## src/rtl/decode_queue.sv

```systemverilog
// decode_queue: circular instruction buffer between fetch and dispatch.
// The head entry is decoded combinationally and issued to the ROB plus
// either the RS or the LSB when those targets have room.
module decode_queue #(
    parameter int DEPTH      = 8,
    parameter int AFULL      = DEPTH - 2,
    parameter int REG_ID_BIT = 5
) (
    input  logic                       clk_in,
    input  logic                       rst_in,
    input  logic                       rdy_in,
    input  logic                       flush_in,
    input  logic                       in_valid,
    input  logic [31:0]                in_pc,
    input  logic [31:0]                in_inst,
    input  logic                       in_predict,
    output logic                       in_ready,
    output logic                       almost_full,
    output logic [$clog2(DEPTH):0]     count,
    input  logic                       rob_full,
    input  logic                       rs_full,
    input  logic                       lsb_full,
    output logic                       to_rob,
    output logic                       to_rs,
    output logic                       to_lsb,
    output logic [5:0]                 op_type,
    output logic [REG_ID_BIT-1:0]      rs1,
    output logic [REG_ID_BIT-1:0]      rs2,
    output logic [REG_ID_BIT-1:0]      dest,
    output logic [31:0]                imm,
    output logic [31:0]                inst_pc,
    output logic                       guess
);
    localparam int PW = $clog2(DEPTH);
    localparam int CW = PW + 1;

    // Queue storage: data only, never reset
    logic [31:0] pc_q   [DEPTH];
    logic [31:0] inst_q [DEPTH];
    logic        pred_q [DEPTH];

    logic [PW-1:0] head_q, head_d, tail_q, tail_d;
    logic [CW-1:0] count_q, count_d;

    logic [31:0]        head_inst;
    logic [5:0]         op_dec;
    logic signed [31:0] imm_dec;
    logic               is_mem;
    logic               enq;
    logic               issue;

    // Map opcode/func3/func7 to the op_type encoding; exit word wins over addi
    function automatic logic [5:0] decode_op(input logic [31:0] i);
        logic [5:0] op;
        op = 6'd39;
        if (i == 32'h0ff00513) begin
            op = 6'd38;
        end else begin
            case (i[6:0])
                7'b0110111: op = 6'd0;
                7'b0010111: op = 6'd1;
                7'b1101111: op = 6'd2;
                7'b1100111: op = (i[14:12] == 3'b000) ? 6'd3 : 6'd39;
                7'b1100011: begin
                    case (i[14:12])
                        3'b000:  op = 6'd4;
                        3'b001:  op = 6'd5;
                        3'b100:  op = 6'd6;
                        3'b101:  op = 6'd7;
                        3'b110:  op = 6'd8;
                        3'b111:  op = 6'd9;
                        default: op = 6'd39;
                    endcase
                end
                7'b0000011: begin
                    case (i[14:12])
                        3'b000:  op = 6'd10;
                        3'b001:  op = 6'd11;
                        3'b010:  op = 6'd12;
                        3'b100:  op = 6'd13;
                        3'b101:  op = 6'd14;
                        default: op = 6'd39;
                    endcase
                end
                7'b0100011: begin
                    case (i[14:12])
                        3'b000:  op = 6'd15;
                        3'b001:  op = 6'd16;
                        3'b010:  op = 6'd17;
                        default: op = 6'd39;
                    endcase
                end
                7'b0010011: begin
                    case (i[14:12])
                        3'b000:  op = 6'd18;
                        3'b010:  op = 6'd19;
                        3'b011:  op = 6'd20;
                        3'b100:  op = 6'd21;
                        3'b110:  op = 6'd22;
                        3'b111:  op = 6'd23;
                        3'b001:  op = 6'd24;
                        default: op = i[30] ? 6'd26 : 6'd25;
                    endcase
                end
                7'b0110011: begin
                    case (i[14:12])
                        3'b000:  op = i[30] ? 6'd28 : 6'd27;
                        3'b001:  op = 6'd29;
                        3'b010:  op = 6'd30;
                        3'b011:  op = 6'd31;
                        3'b100:  op = 6'd32;
                        3'b101:  op = i[30] ? 6'd34 : 6'd33;
                        3'b110:  op = 6'd35;
                        default: op = 6'd36;
                    endcase
                end
                default: op = 6'd39;
            endcase
        end
        return op;
    endfunction

    // Immediate selection by instruction format
    function automatic logic signed [31:0] decode_imm(input logic [31:0] i,
                                                     input logic [31:0] pc,
                                                     input logic [5:0]  op);
        logic signed [31:0] v;
        v = '0;
        if (op == 6'd0)
            v = {i[31:12], 12'b0};
        else if (op == 6'd1)
            v = pc + {i[31:12], 12'b0};
        else if (op == 6'd2)
            v = {{11{i[31]}}, i[31], i[19:12], i[20], i[30:21], 1'b0};
        else if (op == 6'd3 || (op >= 6'd10 && op <= 6'd14) || (op >= 6'd18 && op <= 6'd23))
            v = {{20{i[31]}}, i[31:20]};
        else if (op >= 6'd24 && op <= 6'd26)
            v = {27'b0, i[24:20]};
        else if (op >= 6'd4 && op <= 6'd9)
            v = {{19{i[31]}}, i[31], i[7], i[30:25], i[11:8], 1'b0};
        else if (op >= 6'd15 && op <= 6'd17)
            v = {{20{i[31]}}, i[31:25], i[11:7]};
        return v;
    endfunction

    // Head decode, operand masking and issue routing
    always_comb begin
        head_inst = inst_q[head_q];
        op_dec    = decode_op(head_inst);
        imm_dec   = decode_imm(head_inst, pc_q[head_q], op_dec);
        is_mem    = (op_dec >= 6'd10) && (op_dec <= 6'd17);
        op_type   = op_dec;
        imm       = imm_dec;
        inst_pc   = pc_q[head_q];
        guess     = pred_q[head_q];
        rs1       = '0;
        rs2       = '0;
        dest      = '0;
        if (op_dec >= 6'd3 && op_dec <= 6'd36)
            rs1 = head_inst[19:15];
        if ((op_dec >= 6'd4 && op_dec <= 6'd9) || (op_dec >= 6'd15 && op_dec <= 6'd17) ||
            (op_dec >= 6'd27 && op_dec <= 6'd36))
            rs2 = head_inst[24:20];
        if (!((op_dec >= 6'd4 && op_dec <= 6'd9) || (op_dec >= 6'd15 && op_dec <= 6'd17) ||
              (op_dec >= 6'd37)))
            dest = head_inst[11:7];
    end

    assign in_ready    = (count_q < CW'(DEPTH));
    assign almost_full = (count_q >= CW'(AFULL));
    assign count       = count_q;

    assign issue  = !rst_in && rdy_in && !flush_in && (count_q != '0) && !rob_full &&
                    (is_mem ? !lsb_full : !rs_full);
    assign enq    = rdy_in && in_valid && in_ready && !flush_in;
    assign to_rob = issue;
    assign to_lsb = issue && is_mem;
    assign to_rs  = issue && !is_mem;

    // Pointer and occupancy next state; flush squashes everything
    always_comb begin
        head_d  = head_q;
        tail_d  = tail_q;
        count_d = count_q;
        if (flush_in) begin
            head_d  = '0;
            tail_d  = '0;
            count_d = '0;
        end else begin
            if (enq)
                tail_d = tail_q + PW'(1);
            if (issue)
                head_d = head_q + PW'(1);
            if (enq && !issue)
                count_d = count_q + CW'(1);
            else if (!enq && issue)
                count_d = count_q - CW'(1);
        end
    end

    // Control registers
    always_ff @(posedge clk_in) begin
        if (rst_in) begin
            head_q  <= '0;
            tail_q  <= '0;
            count_q <= '0;
        end else begin
            head_q  <= head_d;
            tail_q  <= tail_d;
            count_q <= count_d;
        end
    end

    // Entry write at tail
    always_ff @(posedge clk_in) begin
        if (enq && !rst_in) begin
            pc_q[tail_q]   <= in_pc;
            inst_q[tail_q] <= in_inst;
            pred_q[tail_q] <= in_predict;
        end
    end
endmodule
```

## config.mk

```make
export PLATFORM = sky130hd
export DESIGN_NAME = decode_queue
export DESIGN_NICKNAME = d
export VERILOG_FILES = /design/src/rtl/decode_queue.sv
export SDC_FILE = /design/constraint.sdc
export NUM_CORES = 1
export LEC_CHECK = 0
export ABC_AREA = 1
export CAP_MARGIN = 40
export CORE_MARGIN = 4
export CORE_UTILIZATION = 46
export CTS_BUF_LIST = sky130_fd_sc_hd__clkbuf_8
export CTS_CLUSTER_DIAMETER = 60
export DETAILED_ROUTE_END_ITERATION = 12
export HOLD_SLACK_MARGIN = 0.05
export PLACE_DENSITY = 0.77
export SLEW_MARGIN = 25
export SYNTH_ARGS = -nofsm -noshare
export SYNTH_HDL_FRONTEND = slang
export SYNTH_SLANG_ARGS = --single-unit
```

## constraint.sdc

```tcl
create_clock -name clk_in -period 9.7 [get_ports clk_in]
set_input_delay 1.94 -clock clk_in [delete_from_list [all_inputs] [get_ports clk_in]]
set_output_delay 1.94 -clock clk_in [all_outputs]
set_load 0.005 [all_outputs]
```

==> flow_summary.yaml <==
place:
  dpl.hpwl_mm: 42.3
  portBuffers: 167
  globalplace.congestion: 0.954
clocking:
  cts_tree: "yes"
  cts-root-buf: "clkbuf_8"
  cts.htree.levels: 3
  cts.sinks: 533
  cts_hold_buf: 0
  numCtsBuffers: 85
  clk_pin_slew_worst_paths_ns: 0.06
  worstSkewPairLatency_ns: 0.66
  cts_resized: 0
  post_cts_buffers: 0
  clk_path_buf_depth: 3
final_layout:
  layout_commonest_cell: "nand2_1"
  final_cell_mix: "nand2_1 (554), edfxtp_1 (520), nor2_1 (327), inv_1 (277), nand3_1 (182)"
  finalNetCount: 2651
  diodes: 0
  area_growth_pct: 16.0
  drive_above_1_share_pct: 8.03
  fillerInstances: 4306
critical_path:
  worstSetupStartpointType: "register"
  required_ns: 7.76
  r2r_cells: 28
  endpoint_kind: "output port"
  crit_end: "imm[28]"
  critical_path_arrival_ns: 6.09
  crit_fanout: 54
  worstReg2RegEnd: "count[3]"
  r2r_slack_ns: 3.62
  crit_type: "reg2out"
synth:
  synth-edff-count: 520
  syn_area_um2: 24300
  synth_compound_area_share_pct: 6.53
  yosysSeqAreaShare_pct: 65.3
  synthFlopType: "edfxtp_1"
  synth_top_family_by_area: "simple AND/OR/NAND/NOR gates"
  synth_xor_area_share_pct: 0.577
  yosys_register_bits: 533
  syn_area_per_cell_um2: 10.2
  yosysWarnings: 0
  synthSimpleGateAreaFrac_pct: 19.8
  yosys.area_share.adder_pct: 1.40
  ys_types: 45
  ys_async_sr_fraction_pct: 0
  syn_nets: 2472
  synth_mux_area_share_pct: 0
  synth_cells: 2373
floorplanning:
  die_h_um: 238
  initial_core_util_pct: 46.9
  die_area_um2: 56600
  ios: 168
  coreArea_um2: 51800
  dieWidth_um: 238
  rows: 83
global_route:
  antenna_found_initial: 2
  grt_pass1_wl_mm: 100
  grt-ovfl-total: 0
  grt_max_degree: 169
  grtUsageMet2_pct: 37.3
  grt_use_met3_pct: 5.09
  grt_util_met1_pct: 29.6
  grt_usage_pct: 22.7
  grt_busiest_layer: "met2"
  grt_pass1_vias: 17400
sta:
  setup_viol: 0
  hold_viol_final: 0
  max_freq_ghz: 0.124
  rsz0062_at_grt: "no"
  slew_headroom_pct: 36.1
  finalSetupTns_ns: 0
  tightest_slew_ns: 0.959
  slew_violations: 0
  fin_crit_sh_pct: 82.8
  fin_skew_ns: 0.0356
  period_needed_ns: 8.03
route:
  vias: 18000
  avgViaCountPerCell: 5.46
  drtIter0Drc: 2180
  drtAntennaViolNets: 0
  post_drt_wl_per_cell_um: 20.1
  drc: 0
  wl_mm: 66.3
  firstDrtPassIters: 6
outcome:
  outcome: "finished clean"
power_and_ir_drop:
  p_leak_nw: 11.1
  finalPower_mw: 4.38
  cellPowerDensity_nw_per_um2: 155
  ir_drop_v: 0.0000980
worst_hold_path:
  worstHoldStart: "head_q[2]"
  min_path_type: "reg2reg"
job:
  cap_violations: 0
through the flow:
stage          hold WS [ns]  instances  worst slack, ns  utilization [%]  area (um^2)
6_report              0.502       3294             1.67             54.4        28200
5_1_grt               0.541       3294             1.16             54.4        28200
4_1_cts               0.505       3291             1.46             54.3        28100
3_5_place_dp          0.497       3142             2.18             51.4        26600
3_3_place_gp          0.472       3138             2.41             51.2        26500
2_1_floorplan         0.467       2373             2.12                -        24300
area by class of cell:
type                    count  area (um^2)  share of cell area, %
clock buffers              89         1220                   4.35
clock inverters            60          259                  0.919
inverters                 262          991                   3.52
multi-input cells        1471         6940                   24.6
flip-flops and latches    533        15900                   56.4
well taps                 680          851                   3.02
repair buffers            199         2040                   7.23
cell usage after synthesis, types with 2 or more instances:
library cell | count | area, um^2
a31oi_1 | 33 | 206
edfxtp_1 | 520 | 15600
o31ai_1 | 3 | 22.5
inv_1 | 250 | 938
buf_6 | 9 | 101
nor2_4 | 5 | 56.3
inv_2 | 11 | 41.3
nand2_1 | 554 | 2080
clkbuf_1 | 52 | 195
o22ai_1 | 35 | 219
xor2_1 | 12 | 105
buf_4 | 13 | 97.6
or2_2 | 2 | 12.5
dfxtp_1 | 13 | 260
nand3b_1 | 2 | 15.0
nand2_2 | 11 | 68.8
xnor2_1 | 4 | 35.0
buf_1 | 5 | 18.8
ha_1 | 24 | 300
nand4_2 | 2 | 25.0
o211ai_1 | 11 | 82.6
nor2_1 | 329 | 1230
nand4_1 | 7 | 43.8
nand3_2 | 16 | 160
o21ai_1 | 3 | 15.0
a21oi_1 | 47 | 235
nor3_1 | 11 | 55.1
nand2_4 | 4 | 45.0
nand3_1 | 182 | 911
fa_1 | 2 | 40.0
buf_2 | 28 | 140
o21ai_0 | 153 | 766
nor2_2 | 8 | 50.1
logic make-up after synthesis:
| group | after synthesis |
|---|---|
| simple gates | 1139 |
| flops | 533 |
| compound gates | 290 |
| buf+inv | 369 |
| fa+ha+maj | 26 |
| xor+xnor | 16 |
how the worst min path moves through the flow:
stage | to | slack [ns] | cells after the start
detailed placement | register | 0.50 | 2
global placement | register | 0.47 | 2
finish | register | 0.50 | 2
floorplan | register | 0.47 | 2
global route | register | 0.54 | 2
CTS | register | 0.51 | 2
state kept, by name (all words and copies together), names as in the netlist, named ones only:
name and flops:
inst_q 256, pc_q 256, pred_q 8, count 4
head_q 3, tail_q 3
critical path: stages, from the launching register on:
cell and delay, ns:
dfxtp_4 0.76, clkinv_2 0.79, buf_4 0.54, nor2_1 0.15, o21ai_0 0.09, a31oi_1 0.44, ha_1 0.26, inv_1 0.05
fa_1 0.41, inv_1 0.14, a31oi_1 0.14, o21ai_0 0.36, nand3_1 0.12, nand2_1 0.11, nand3_1 0.07, nand2_1 0.08
xor2_1 0.15, nand2_1 0.10, nand3_2 0.11, clkdlybuf4s50_1 0.52
metal layers:
layer,routed length (um),vias up
met5,33,-
met4,2260,4
met3,6330,140
met2,31700,888
met1,26000,8578
li1,-,8373
where the power goes:
part	internal, mW	switching (mW)
Combinational	0.0599	0.0911
Clock	0.847	0.843
Sequential	2.53	0.00269
Note: power is estimated with default switching activity, not from simulation.
